==> config.mk <==
export PLATFORM = sky130hd
export DESIGN_NAME = mem_stage_ctrl
export DESIGN_NICKNAME = d
export VERILOG_FILES = /design/src/rtl/mem_stage_ctrl.sv
export SDC_FILE = /design/constraint.sdc
export NUM_CORES = 1
export LEC_CHECK = 0
export CORE_MARGIN = 8
export CORE_UTILIZATION = 45
export DETAILED_ROUTE_END_ITERATION = 6
export PLACE_DENSITY = 0.85
export SYNTH_ARGS = -nofsm -noshare
export SYNTH_HDL_FRONTEND = slang
export SYNTH_SLANG_ARGS = --single-unit
==> constraint.sdc <==
create_clock -name CLK -period 11 [get_ports CLK]
set_input_delay 1.65 -clock CLK [delete_from_list [all_inputs] [get_ports CLK]]
set_output_delay 1.65 -clock CLK [all_outputs]
set_load 0.05 [all_outputs]
==> src/rtl/mem_stage_ctrl.sv <==
// MEM side of the MEM/WB pipeline latch: issues the data-cache access for the
// EX/MEM operation, holds it until dhit, and commits the writeback fields on advance.
module mem_stage_ctrl #(
  parameter int CNT_W  = 16,
  parameter int WORD_W = 32,
  parameter int REG_W  = 5,
  parameter int OP_W   = 6,
  parameter int MTR_W  = 2
) (
  input  logic              CLK,
  input  logic              RST,
  input  logic              ex_valid,
  input  logic [OP_W-1:0]   ex_opfunc,
  input  logic [MTR_W-1:0]  ex_MemtoReg,
  input  logic              ex_RegWEN,
  input  logic              ex_dREN,
  input  logic              ex_dWEN,
  input  logic              ex_equal,
  input  logic              ex_halt,
  input  logic [REG_W-1:0]  ex_rd,
  input  logic [WORD_W-1:0] ex_portB,
  input  logic [WORD_W-1:0] ex_npc,
  input  logic [WORD_W-1:0] ex_ALUOut,
  input  logic              ihit,
  input  logic              dhit,
  input  logic [WORD_W-1:0] dmemload,
  input  logic              flush,
  output logic              dmemREN,
  output logic              dmemWEN,
  output logic [WORD_W-1:0] dmemaddr,
  output logic [WORD_W-1:0] dmemstore,
  output logic              mem_stall,
  output logic [OP_W-1:0]   wb_opfunc,
  output logic [MTR_W-1:0]  wb_MemtoReg,
  output logic              wb_RegWEN,
  output logic              wb_equal,
  output logic              wb_halt,
  output logic [REG_W-1:0]  wb_rd,
  output logic [WORD_W-1:0] wb_portB,
  output logic [WORD_W-1:0] wb_npc,
  output logic [WORD_W-1:0] wb_ALUOut,
  output logic [WORD_W-1:0] wb_load,
  output logic [CNT_W-1:0]  stall_cnt
);

  typedef enum logic [1:0] {IDLE, ACCESS, HOLD} state_t;

  state_t             state;
  logic               halted;
  logic [WORD_W-1:0]  load_q;
  logic               is_mem;
  logic               req;
  logic               advance;
  logic               bubble;
  logic [WORD_W-1:0]  load_val;

  assign is_mem = ex_valid & (ex_dREN | ex_dWEN) & ~halted;
  // Gating with RST drops an in-flight request the moment reset asserts.
  assign req    = ~RST & (((state == IDLE) & is_mem) | (state == ACCESS));

  // A simultaneous read and write is treated as a store.
  assign dmemWEN   = req & ex_dWEN;
  assign dmemREN   = req & ex_dREN & ~ex_dWEN;
  assign dmemaddr  = req ? ex_ALUOut : '0;
  assign dmemstore = req ? ex_portB  : '0;
  assign mem_stall = req & ~dhit;

  assign advance  = ihit & ~mem_stall;
  assign bubble   = flush | ~ex_valid | halted;
  assign load_val = (state == HOLD) ? load_q : dmemload;

  always_ff @(posedge CLK or posedge RST) begin
    if (RST) begin
      state       <= IDLE;
      halted      <= 1'b0;
      load_q      <= '0;
      stall_cnt   <= '0;
      wb_opfunc   <= '0;
      wb_MemtoReg <= '0;
      wb_RegWEN   <= 1'b0;
      wb_equal    <= 1'b0;
      wb_halt     <= 1'b0;
      wb_rd       <= '0;
      wb_portB    <= '0;
      wb_npc      <= '0;
      wb_ALUOut   <= '0;
      wb_load     <= '0;
    end else begin
      if (mem_stall && (stall_cnt != {CNT_W{1'b1}}))
        stall_cnt <= stall_cnt + 1'b1;

      case (state)
        IDLE: begin
          if (is_mem && !dhit) begin
            state <= ACCESS;
          end else if (is_mem && dhit && !ihit) begin
            state  <= HOLD;
            load_q <= dmemload;
          end
        end
        ACCESS: begin
          if (dhit) begin
            load_q <= dmemload;
            state  <= ihit ? IDLE : HOLD;
          end
        end
        HOLD: begin
          if (ihit)
            state <= IDLE;
        end
        default: state <= IDLE;
      endcase

      if (advance) begin
        if (bubble) begin
          wb_opfunc   <= '0;
          wb_MemtoReg <= '0;
          wb_RegWEN   <= 1'b0;
          wb_equal    <= 1'b0;
          // Once halted, wb_halt stays asserted across the trailing bubbles.
          wb_halt     <= halted;
          wb_rd       <= '0;
          wb_portB    <= '0;
          wb_npc      <= '0;
          wb_ALUOut   <= '0;
          wb_load     <= '0;
        end else begin
          wb_opfunc   <= ex_opfunc;
          wb_MemtoReg <= ex_MemtoReg;
          wb_RegWEN   <= ex_RegWEN;
          wb_equal    <= ex_equal;
          wb_halt     <= ex_halt;
          wb_rd       <= ex_rd;
          wb_portB    <= ex_portB;
          wb_npc      <= ex_npc;
          wb_ALUOut   <= ex_ALUOut;
          wb_load     <= (ex_dREN & ~ex_dWEN) ? load_val : '0;
          if (ex_halt)
            halted <= 1'b1;
        end
      end
    end
  end

endmodule

==> flow_summary.json, run 1 <==
{
  "worstPathMaxFanout": 65,
  "post_synth_inst_count": 862,
  "clock-skew-final_ns": 0.0117,
  "endpoint_kind": "output pin",
  "cts_tree": "yes",
  "die_y_um": 153,
  "clk-insertion-delay-late_ns": 0.43,
  "grt_setup_unrepaired": "false",
  "htree_depth": 4,
  "numCtsBuffers": 17,
  "initial_core_util_pct": 45.7,
  "fmax_mhz": 171,
  "share_of_synthesized_area_occupied_by_flip_flops_and_latches_pct": 57.5,
  "crit_top_cell": "sky130_fd_sc_hd__clkdlybuf4s50_1",
  "power.leakage_nw": 5.51,
  "hpwlAfterDp_um": 20400,
  "layout_worst_path_cycle_share_pct": 53.0,
  "worstPathRequired_ns": 9.35,
  "synth_warnings": 0,
  "post_cts_buffers": 0,
  "startpoint_type": "input port",
  "place_congestion": 0.829,
  "grt_start_max_net_pins": 120,
  "worstPathBufferInverterCount": 3,
  "synth-seq-cells": 195,
  "grt_first_pass_wirelength_um": 43400,
  "setup_total_negative_slack_ns": 0,
  "antenna_left": 0,
  "detail_route.wl_per_cell_um": 19.0,
  "setup_viols_final": 0,
  "power_density_nw_per_um2": 155,
  "root_driver": "sky130_fd_sc_hd__clkbuf_16",
  "critical_path.max_stage_delay_ns": 0.84,
  "status": "finished clean",
  "layout.cells.most_common": "sky130_fd_sc_hd__clkdlybuf4s50_1",
  "dr.pass1.iters": 4,
  "critical_path_class": "in2out",
  "number_of_fill_cells_in_the_layout": 1407,
  "reported_max_cap_violation_count": 0,
  "clk_pin_slew_worst_paths_ns": 0.08,
  "final_max_slew_viol_count": 0,
  "synth.avg_cell_area_sq_um": 9.85,
  "grt_antenna_before_repair": 2,
  "clock-sinks": 195,
  "placed_area_sq_um": 12400,
  "post_synth_num_cell_types": 37,
  "timing_hold_violations_final": 0,
  "timing.hold.worst.class": "reg2reg",
  "utilization_pct": 69.8,
  "period_needed_ns": 5.84,
  "areaGrowthSynthToFinish_pct": 52.7,
  "final_cell_area_sq_um": 13000,
  "placement_rows": 50,
  "critPathArrivalTime_ns": 4.19,
  "net_count_after_synthesis": 1015,
  "syn-cell-area_sq_um": 8490,
  "cts_hold_buffers": 0,
  "drt_first_iter_violations": 446,
  "finalWirelength_um": 27600,
  "die_width_um": 153,
  "gr_usage_total_pct": 23.2,
  "timing.critical_path.cells": "clkdlybuf4s50_1 > nor2b_1 > a21oi_2 > nor3_2 > buf_4 > and2_1 > clkdlybuf4s50_1",
  "dp_worst_slack_ns": 5.18,
  "ir_worst_vdd_uv": 98.0,
  "maxSlewHeadroom_pct": 27.9,
  "cts-root-to-sink-buffers": 2,
  "cp_top_family": "buffers and inverters",
  "slowest_stage_cell_crit_path": "sky130_fd_sc_hd__clkdlybuf4s50_1",
  "first_global_vias": 7863,
  "placement.io_buffers": 378,
  "cts_resized": 0,
  "fp.coreArea_sq_um": 18600,
  "vias": 7516,
  "post_drt_via_cell_ratio": 5.17,
  "gr-total-overflow": 0,
  "mostFrequentLayoutCells": "sky130_fd_sc_hd__clkdlybuf4s50_1 (378), sky130_fd_sc_hd__nand2_1 (262), sky130_fd_sc_hd__dfrtp_1 (195), sky130_fd_sc_hd__o21ai_0 (112), sky130_fd_sc_hd__and2_1 (66)",
  "layout-drive-gt1-share_pct": 6.74,
  "io_pins": 379,
  "nets": 1357,
  "die_area_sq_um": 23500,
  "drc": 0,
  "worst-slew-pin-transition_ns": 1.07,
  "final_setup_slack_of_the_worst_path_ns": 5.16
}
-- flip-flops by register name, indices dropped and copies added, names as in the netlist --
register	flops
wb_load	32
wb_rd	5
load_q	32
wb_MemtoReg	2
wb_portB	32
halted	1
state	2
wb_RegWEN	1
wb_opfunc	6
stall_cnt	16
wb_equal	1
wb_halt	1
wb_npc	32
wb_ALUOut	32
-- report_power, final --
group	total [mW]	internal (mW)	switching [mW]
Sequential	0.859	0.804	0.0550
Combinational	0.540	0.212	0.327
Clock	0.611	0.330	0.281
Total	2.01	1.35	0.663
-- stage by stage --
stage               instances  total power [mW]  hold WS [ns]
floorplan                 862              1.20         0.464
global placement         1419              1.40         0.458
finish                   1453              2.01         0.478
CTS                      1451              2.03         0.482
detailed placement       1419              1.41         0.467
global route             1453              2.09         0.502
-- worst paths after layout --
path	end	cells past startpoint	from	slack [ns]
hold / removal	wb_load[4]	2	wb_load[4]	0.48
max in group asynchronous	wb_npc[27]	3	RST	7.62
hold reg to reg	wb_load[4]	2	wb_load[4]	0.48
min in group asynchronous	wb_portB[24]	2	RST	1.87
setup reg to reg	wb_opfunc[5]	6	halted	8.03
setup / recovery	dmemaddr[5]	7	ex_valid	5.16
-- tightest hold or removal path: stages (launching register included) --
cell and delay, ns:
sky130_fd_sc_hd__dfrtp_1 0.35, sky130_fd_sc_hd__nand2_1 0.05, sky130_fd_sc_hd__o31ai_1 0.05
-- routing by layer --
metal / vias up / part of all wire [%] / global-route usage [%]
met5: - / 0 / 0
met4: 0 / 2.2 / 8.07
met3: 32 / 7.8 / 7.64
met2: 299 / 51 / 40.8
met1: 3621 / 39 / 26.0
li1: 3564 / - / -
-- Yosys cell counts --
library cell,count,area (sq um)
sky130_fd_sc_hd__nand2_1,262,983
sky130_fd_sc_hd__dfrtp_1,195,4880
sky130_fd_sc_hd__o21ai_0,112,561
sky130_fd_sc_hd__and2_1,66,413
sky130_fd_sc_hd__clkbuf_1,39,146
sky130_fd_sc_hd__mux2_2,34,383
sky130_fd_sc_hd__mux2i_1,32,320
sky130_fd_sc_hd__o31ai_1,32,240
sky130_fd_sc_hd__buf_2,19,95.1
sky130_fd_sc_hd__nand4_1,8,50.1
sky130_fd_sc_hd__nor3_1,8,40.0
sky130_fd_sc_hd__xor2_1,8,70.1
sky130_fd_sc_hd__nand3_1,6,30.0
sky130_fd_sc_hd__xnor2_1,5,43.8
sky130_fd_sc_hd__nor2_1,4,15.0
sky130_fd_sc_hd__nor4_1,4,25.0
sky130_fd_sc_hd__a21oi_1,2,10.0
sky130_fd_sc_hd__and3_1,2,12.5
sky130_fd_sc_hd__buf_1,2,7.51
sky130_fd_sc_hd__buf_4,2,15.0
sky130_fd_sc_hd__inv_1,2,7.51
sky130_fd_sc_hd__nor2b_1,2,12.5
sky130_fd_sc_hd__or3_1,2,12.5
sky130_fd_sc_hd__a21oi_2,1,8.76
sky130_fd_sc_hd__a31oi_1,1,6.26
sky130_fd_sc_hd__and3b_1,1,8.76
sky130_fd_sc_hd__clkbuf_2,1,5.00
sky130_fd_sc_hd__ha_1,1,12.5
sky130_fd_sc_hd__mux2_1,1,11.3
sky130_fd_sc_hd__nand2b_1,1,6.26
sky130_fd_sc_hd__nand3b_1,1,7.51
sky130_fd_sc_hd__o21ai_2,1,8.76
sky130_fd_sc_hd__o21bai_1,1,7.51
sky130_fd_sc_hd__or2_2,1,6.26
sky130_fd_sc_hd__or2b_1,1,7.51
sky130_fd_sc_hd__or3_4,1,11.3
sky130_fd_sc_hd__or3b_2,1,8.76
-- final cells by class --
class                           instances  area, sq um  area share [%]
Antenna cell                            2         5.00          0.0386
Clock buffer                           20          457            3.52
Clock inverter                         12          119           0.917
Inverter                                2         15.0           0.116
Multi-Input combinational cell        602         3350            25.9
Sequential cell                       195         4880            37.6
Tap cell                              234          293            2.26
Timing Repair Buffer                  386         3840            29.6
-- kinds of logic after synthesis --
kind of cell / count (synthesis) / synth area share (%)
buf+inv: 65 / 3.26
simple gates: 371 / 19.4
fa+ha+maj: 1 / 0.147
compound gates: 150 / 9.92
flops: 195 / 57.5
xor+xnor: 13 / 1.34
mux: 67 / 8.42
Power figures use the tool's default switching activity.
==> inputs of run 2 (changes only) <==
Settings changed: CORE_UTILIZATION 45 to 42, PLACE_DENSITY 0.85 to 0.81.
Clock period 11 ns to 5.9 ns, I/O delays scaled along.
==> flow_summary.json, run 2 (synthesis gave the netlist of run 1 again) <==
{
  "status": "finished clean",
  "post_cts_buffers": 0,
  "numPlacedInstances": 1454,
  "grt_setup_unrepaired": "false",
  "mostFrequentLayoutCells": "sky130_fd_sc_hd__clkdlybuf4s50_1 (378), sky130_fd_sc_hd__nand2_1 (262), sky130_fd_sc_hd__dfrtp_1 (195), sky130_fd_sc_hd__o21ai_0 (112), sky130_fd_sc_hd__and2_1 (66)",
  "worstPathMaxFanout": 62,
  "cts-root-to-sink-buffers": 2,
  "power.sequential.fraction_pct": 42.8,
  "instances_no_fill": 1486,
  "die_width_um": 158,
  "cts_hold_buffers": 0,
  "power_switching_mw": 1.26,
  "htree_depth": 4,
  "worst_hold_slack_ns": 0.477,
  "p_comb_share_pct": 27.2,
  "root_driver": "sky130_fd_sc_hd__clkbuf_16",
  "number_of_fill_cells_in_the_layout": 1648,
  "utilization_pct": 65.2,
  "num_antenna_cells": 0,
  "clock-skew-final_ns": 0.0139,
  "worstPathRequired_ns": 5.02,
  "timing.hold.worst.class": "reg2reg",
  "endpoint_kind": "output pin",
  "clk-insertion-delay-late_ns": 0.43,
  "layout_worst_path_cycle_share_pct": 71.5,
  "numCtsBuffers": 17,
  "die_area_sq_um": 25000,
  "power.leakage_nw": 5.51,
  "period_needed_ns": 4.22,
  "grt_first_pass_wirelength_um": 42100,
  "fmax_mhz": 237,
  "detail_route.wl_per_cell_um": 18.5,
  "clk_pin_slew_worst_paths_ns": 0.07,
  "clock-sinks": 195,
  "fin_total_pwr_mw": 3.73,
  "dr.pass1.iters": 5,
  "power_density_nw_per_um2": 285,
  "final_max_slew_viol_count": 0,
  "placed_area_sq_um": 12500,
  "first_global_vias": 7510,
  "post_drt_via_cell_ratio": 4.97,
  "hpwlAfterDp_um": 20500,
  "drc": 0,
  "placement.io_buffers": 378,
  "critPathArrivalTime_ns": 3.33,
  "place_congestion": 0.802,
  "internal_power_mw": 2.47,
  "initial_core_util_pct": 42.4,
  "vias": 7379,
  "clockPowerShare_pct": 30.0,
  "placement_rows": 52,
  "cts_resized": 0,
  "setup_total_negative_slack_ns": 0,
  "io_pins": 379,
  "switching_share_pct": 33.8,
  "grt_start_max_net_pins": 148,
  "finalWirelength_um": 27400,
  "final_setup_slack_of_the_worst_path_ns": 1.68,
  "gr_usage_total_pct": 21.8,
  "startpoint_type": "input port",
  "cts_tree": "yes",
  "critical_path_class": "in2out",
  "antenna_left": 0,
  "die_y_um": 158,
  "maxSlewHeadroom_pct": 22.4,
  "dp_worst_slack_ns": 1.67,
  "fp.coreArea_sq_um": 20000,
  "layout-drive-gt1-share_pct": 6.66,
  "worst-slew-pin-transition_ns": 1.16,
  "setup_viols_final": 0,
  "ir_worst_vdd_uv": 167,
  "final_cell_area_sq_um": 13100,
  "reported_max_cap_violation_count": 0,
  "gr-total-overflow": 0,
  "drt_first_iter_violations": 541,
  "timing_hold_violations_final": 0,
  "grt_antenna_before_repair": 1,
  "layout.cells.most_common": "sky130_fd_sc_hd__clkdlybuf4s50_1",
  "nets": 1356,
  "areaGrowthSynthToFinish_pct": 53.9
}
[run 2: changes by cell type in the layout (fill, tap and decap cells not counted), moves of 2 or more]
cell	delta
sky130_fd_sc_hd__buf_12	+6
sky130_fd_sc_hd__clkinvlp_4	+2
sky130_fd_sc_hd__buf_4	-7
sky130_fd_sc_hd__clkinv_2	-2
sky130_fd_sc_hd__diode_2	-2
sky130_fd_sc_hd__clkbuf_8	-2
sky130_fd_sc_hd__clkinv_8	+2
[run 2: routing by layer]
| layer | vias up | wire (um) | part of all wire (%) | global-route usage, % |
|---|---|---|---|---|
| li1 | 3549 | - | - | - |
| met5 | - | 0 | 0 | 0 |
| met2 | 277 | 13800 | 50 | 37.9 |
| met3 | 45 | 2290 | 8.4 | 6.33 |
| met1 | 3508 | 10700 | 39 | 24.8 |
| met4 | 0 | 686 | 2.5 | 8.35 |
[run 2: final cells by class]
class / instances / area [sq um] / area share [%]
sequential: 195 / 4880 / 37.3
timing repair buffer: 385 / 3910 / 29.9
multi-input combinational: 602 / 3350 / 25.7
clock buffer: 18 / 429 / 3.28
tap: 270 / 338 / 2.59
clock inverter: 14 / 141 / 1.08
inverter: 2 / 11.3 / 0.0862
[run 2: worst max-delay path, cell delays in order]
cell and delay [ns]:
sky130_fd_sc_hd__clkdlybuf4s50_1 0.45, sky130_fd_sc_hd__nor2b_1 0.22, sky130_fd_sc_hd__a21oi_2 0.16, sky130_fd_sc_hd__nor3_2 0.31, sky130_fd_sc_hd__buf_12 0.26, sky130_fd_sc_hd__and2_1 0.17, sky130_fd_sc_hd__clkdlybuf4s50_1 0.82
[run 2: path summary, 6_finish.rpt]
check,start,slack [ns],end,cells past startpoint
min in group asynchronous,RST,1.20,wb_portB[19],2
max in group asynchronous,RST,3.70,wb_npc[11],3
max,ex_valid,1.68,dmemaddr[26],7
max reg2reg,halted,3.48,wb_load[22],5
min reg2reg,wb_load[10],0.48,wb_load[10],2
min,wb_load[10],0.48,wb_load[10],2
[run 2: power groups by stage]
stage	Clock [mW]	Combinational, mW	Sequential, mW
detailed placement	0	1.03	1.62
global route	1.20	1.08	1.62
floorplan	0	0.420	1.82
CTS	1.15	1.03	1.60
global placement	0	1.01	1.61
finish	1.12	1.02	1.60
==> inputs of run 3 (changes only) <==
Settings changed: CORE_UTILIZATION 42 to 38, PLACE_DENSITY 0.81 to 0.77.
Clock period 5.9 ns to 3.45 ns, I/O delays scaled along.
==> flow_summary.json, run 3 (synthesis gave the netlist of run 1 again) <==
{
  "gr_usage_total_pct": 20.4,
  "fp.coreArea_sq_um": 21900,
  "vias": 7280,
  "period_needed_ns": 2.75,
  "worstPathMaxFanout": 66,
  "startpoint_type": "input port",
  "critical_path.reg2reg.startpoint": "stall_cnt[0]",
  "clk-insertion-delay-late_ns": 0.43,
  "gr-total-overflow": 0,
  "die_y_um": 165,
  "cts_tree": "yes",
  "timing.hold.worst.class": "reg2reg",
  "layout.cells.most_common": "sky130_fd_sc_hd__clkdlybuf4s50_1",
  "final_cell_area_sq_um": 13800,
  "cts-root-to-sink-buffers": 2,
  "num_antenna_cells": 0,
  "cts_resized": 0,
  "clock-sinks": 195,
  "worstPathRequired_ns": 2.93,
  "detail_route.wl_per_cell_um": 18.8,
  "instances_no_fill": 1502,
  "initial_core_util_pct": 38.8,
  "maxSlewHeadroom_pct": 25.3,
  "grt_start_max_net_pins": 160,
  "reported_max_cap_violation_count": 0,
  "final_max_slew_viol_count": 0,
  "grt_antenna_before_repair": 1,
  "dp_worst_slack_ns": 0.631,
  "grt_setup_unrepaired": "false",
  "critPathArrivalTime_ns": 2.23,
  "power.leakage_nw": 5.86,
  "post_cts_buffers": 0,
  "setup_total_negative_slack_ns": 0,
  "power_density_nw_per_um2": 477,
  "endpoint_kind": "output pin",
  "finalWirelength_um": 28300,
  "layout-drive-gt1-share_pct": 12.6,
  "timing_hold_violations_final": 0,
  "die_area_sq_um": 27400,
  "utilization_pct": 63.0,
  "clk_pin_slew_worst_paths_ns": 0.07,
  "first_global_vias": 7602,
  "cts_hold_buffers": 0,
  "layout_worst_path_cycle_share_pct": 79.6,
  "worst-slew-pin-transition_ns": 1.11,
  "clock-skew-final_ns": 0.0141,
  "worst_setup_path_startpoint": "ex_dREN",
  "io_pins": 379,
  "fmax_mhz": 364,
  "ir_worst_vdd_uv": 248,
  "areaGrowthSynthToFinish_pct": 62.5,
  "setup_viols_final": 0,
  "placement.io_buffers": 378,
  "dr.pass1.iters": 6,
  "placement_rows": 54,
  "mostFrequentLayoutCells": "sky130_fd_sc_hd__clkdlybuf4s50_1 (311), sky130_fd_sc_hd__nand2_1 (262), sky130_fd_sc_hd__dfrtp_1 (195), sky130_fd_sc_hd__o21ai_0 (112), sky130_fd_sc_hd__buf_12 (72)",
  "drt_first_iter_violations": 402,
  "numPlacedInstances": 1471,
  "placed_area_sq_um": 13200,
  "drc": 0,
  "die_width_um": 165,
  "htree_depth": 4,
  "hold_path.startpoint": "wb_load[29]",
  "numCtsBuffers": 17,
  "grt_first_pass_wirelength_um": 43200,
  "hpwlAfterDp_um": 21200,
  "place_congestion": 0.808,
  "final_setup_slack_of_the_worst_path_ns": 0.702,
  "antenna_left": 0,
  "post_drt_via_cell_ratio": 4.85,
  "critical_path_class": "in2out",
  "status": "finished clean",
  "root_driver": "sky130_fd_sc_hd__clkbuf_16",
  "nets": 1363
}
[run 3: critical path, stage by stage]
cell	delay, ns
sky130_fd_sc_hd__clkdlybuf4s50_1	0.49
sky130_fd_sc_hd__or2_2	0.35
sky130_fd_sc_hd__a21oi_2	0.17
sky130_fd_sc_hd__nor3_2	0.07
sky130_fd_sc_hd__buf_12	0.18
sky130_fd_sc_hd__and2_1	0.24
sky130_fd_sc_hd__buf_12	0.15
[run 3: worst paths after layout]
check / to / slack [ns] / cells after the start
max in group asynchronous: wb_ALUOut[2] / 2.01 / 3
hold reg to reg: wb_load[29] / 0.48 / 2
hold / removal: wb_load[29] / 0.48 / 2
setup reg to reg: stall_cnt[6] / 1.21 / 5
setup / recovery: dmemaddr[3] / 0.70 / 7
min in group asynchronous: wb_portB[28] / 0.65 / 2
[run 3: report_power, final]
part | switching (mW) | total (mW) | leakage (nW) | internal [mW]
registers | 0.169 | 2.73 | 2.62 | 2.56
logic | 1.09 | 1.89 | 2.96 | 0.803
clock network | 0.933 | 1.95 | 0.272 | 1.02
[run 3: stage by stage]
stage	hold WS [ns]	power, mW
detailed placement	0.466	4.68
global placement	0.459	4.63
global route	0.505	6.86
CTS	0.482	6.65
finish	0.477	6.57
floorplan	0.464	3.83
[run 3: per-layer routing]
metal | GRT usage, % | part of all wire (%)
met2 | 36.3 | 51
met3 | 6.99 | 8.7
met4 | 5.68 | 1.7
met5 | 0 | 0.060
met1 | 22.8 | 39
[run 3: final cells by class]
type                       instances  area (sq um)
clock inverter                    13           146
timing repair buffer             392          4620
tap                              280           350
inverter                           2          11.3
sequential                       195          4880
clock buffer                      18           429
multi-input combinational        602          3350
fill                            1781          8100
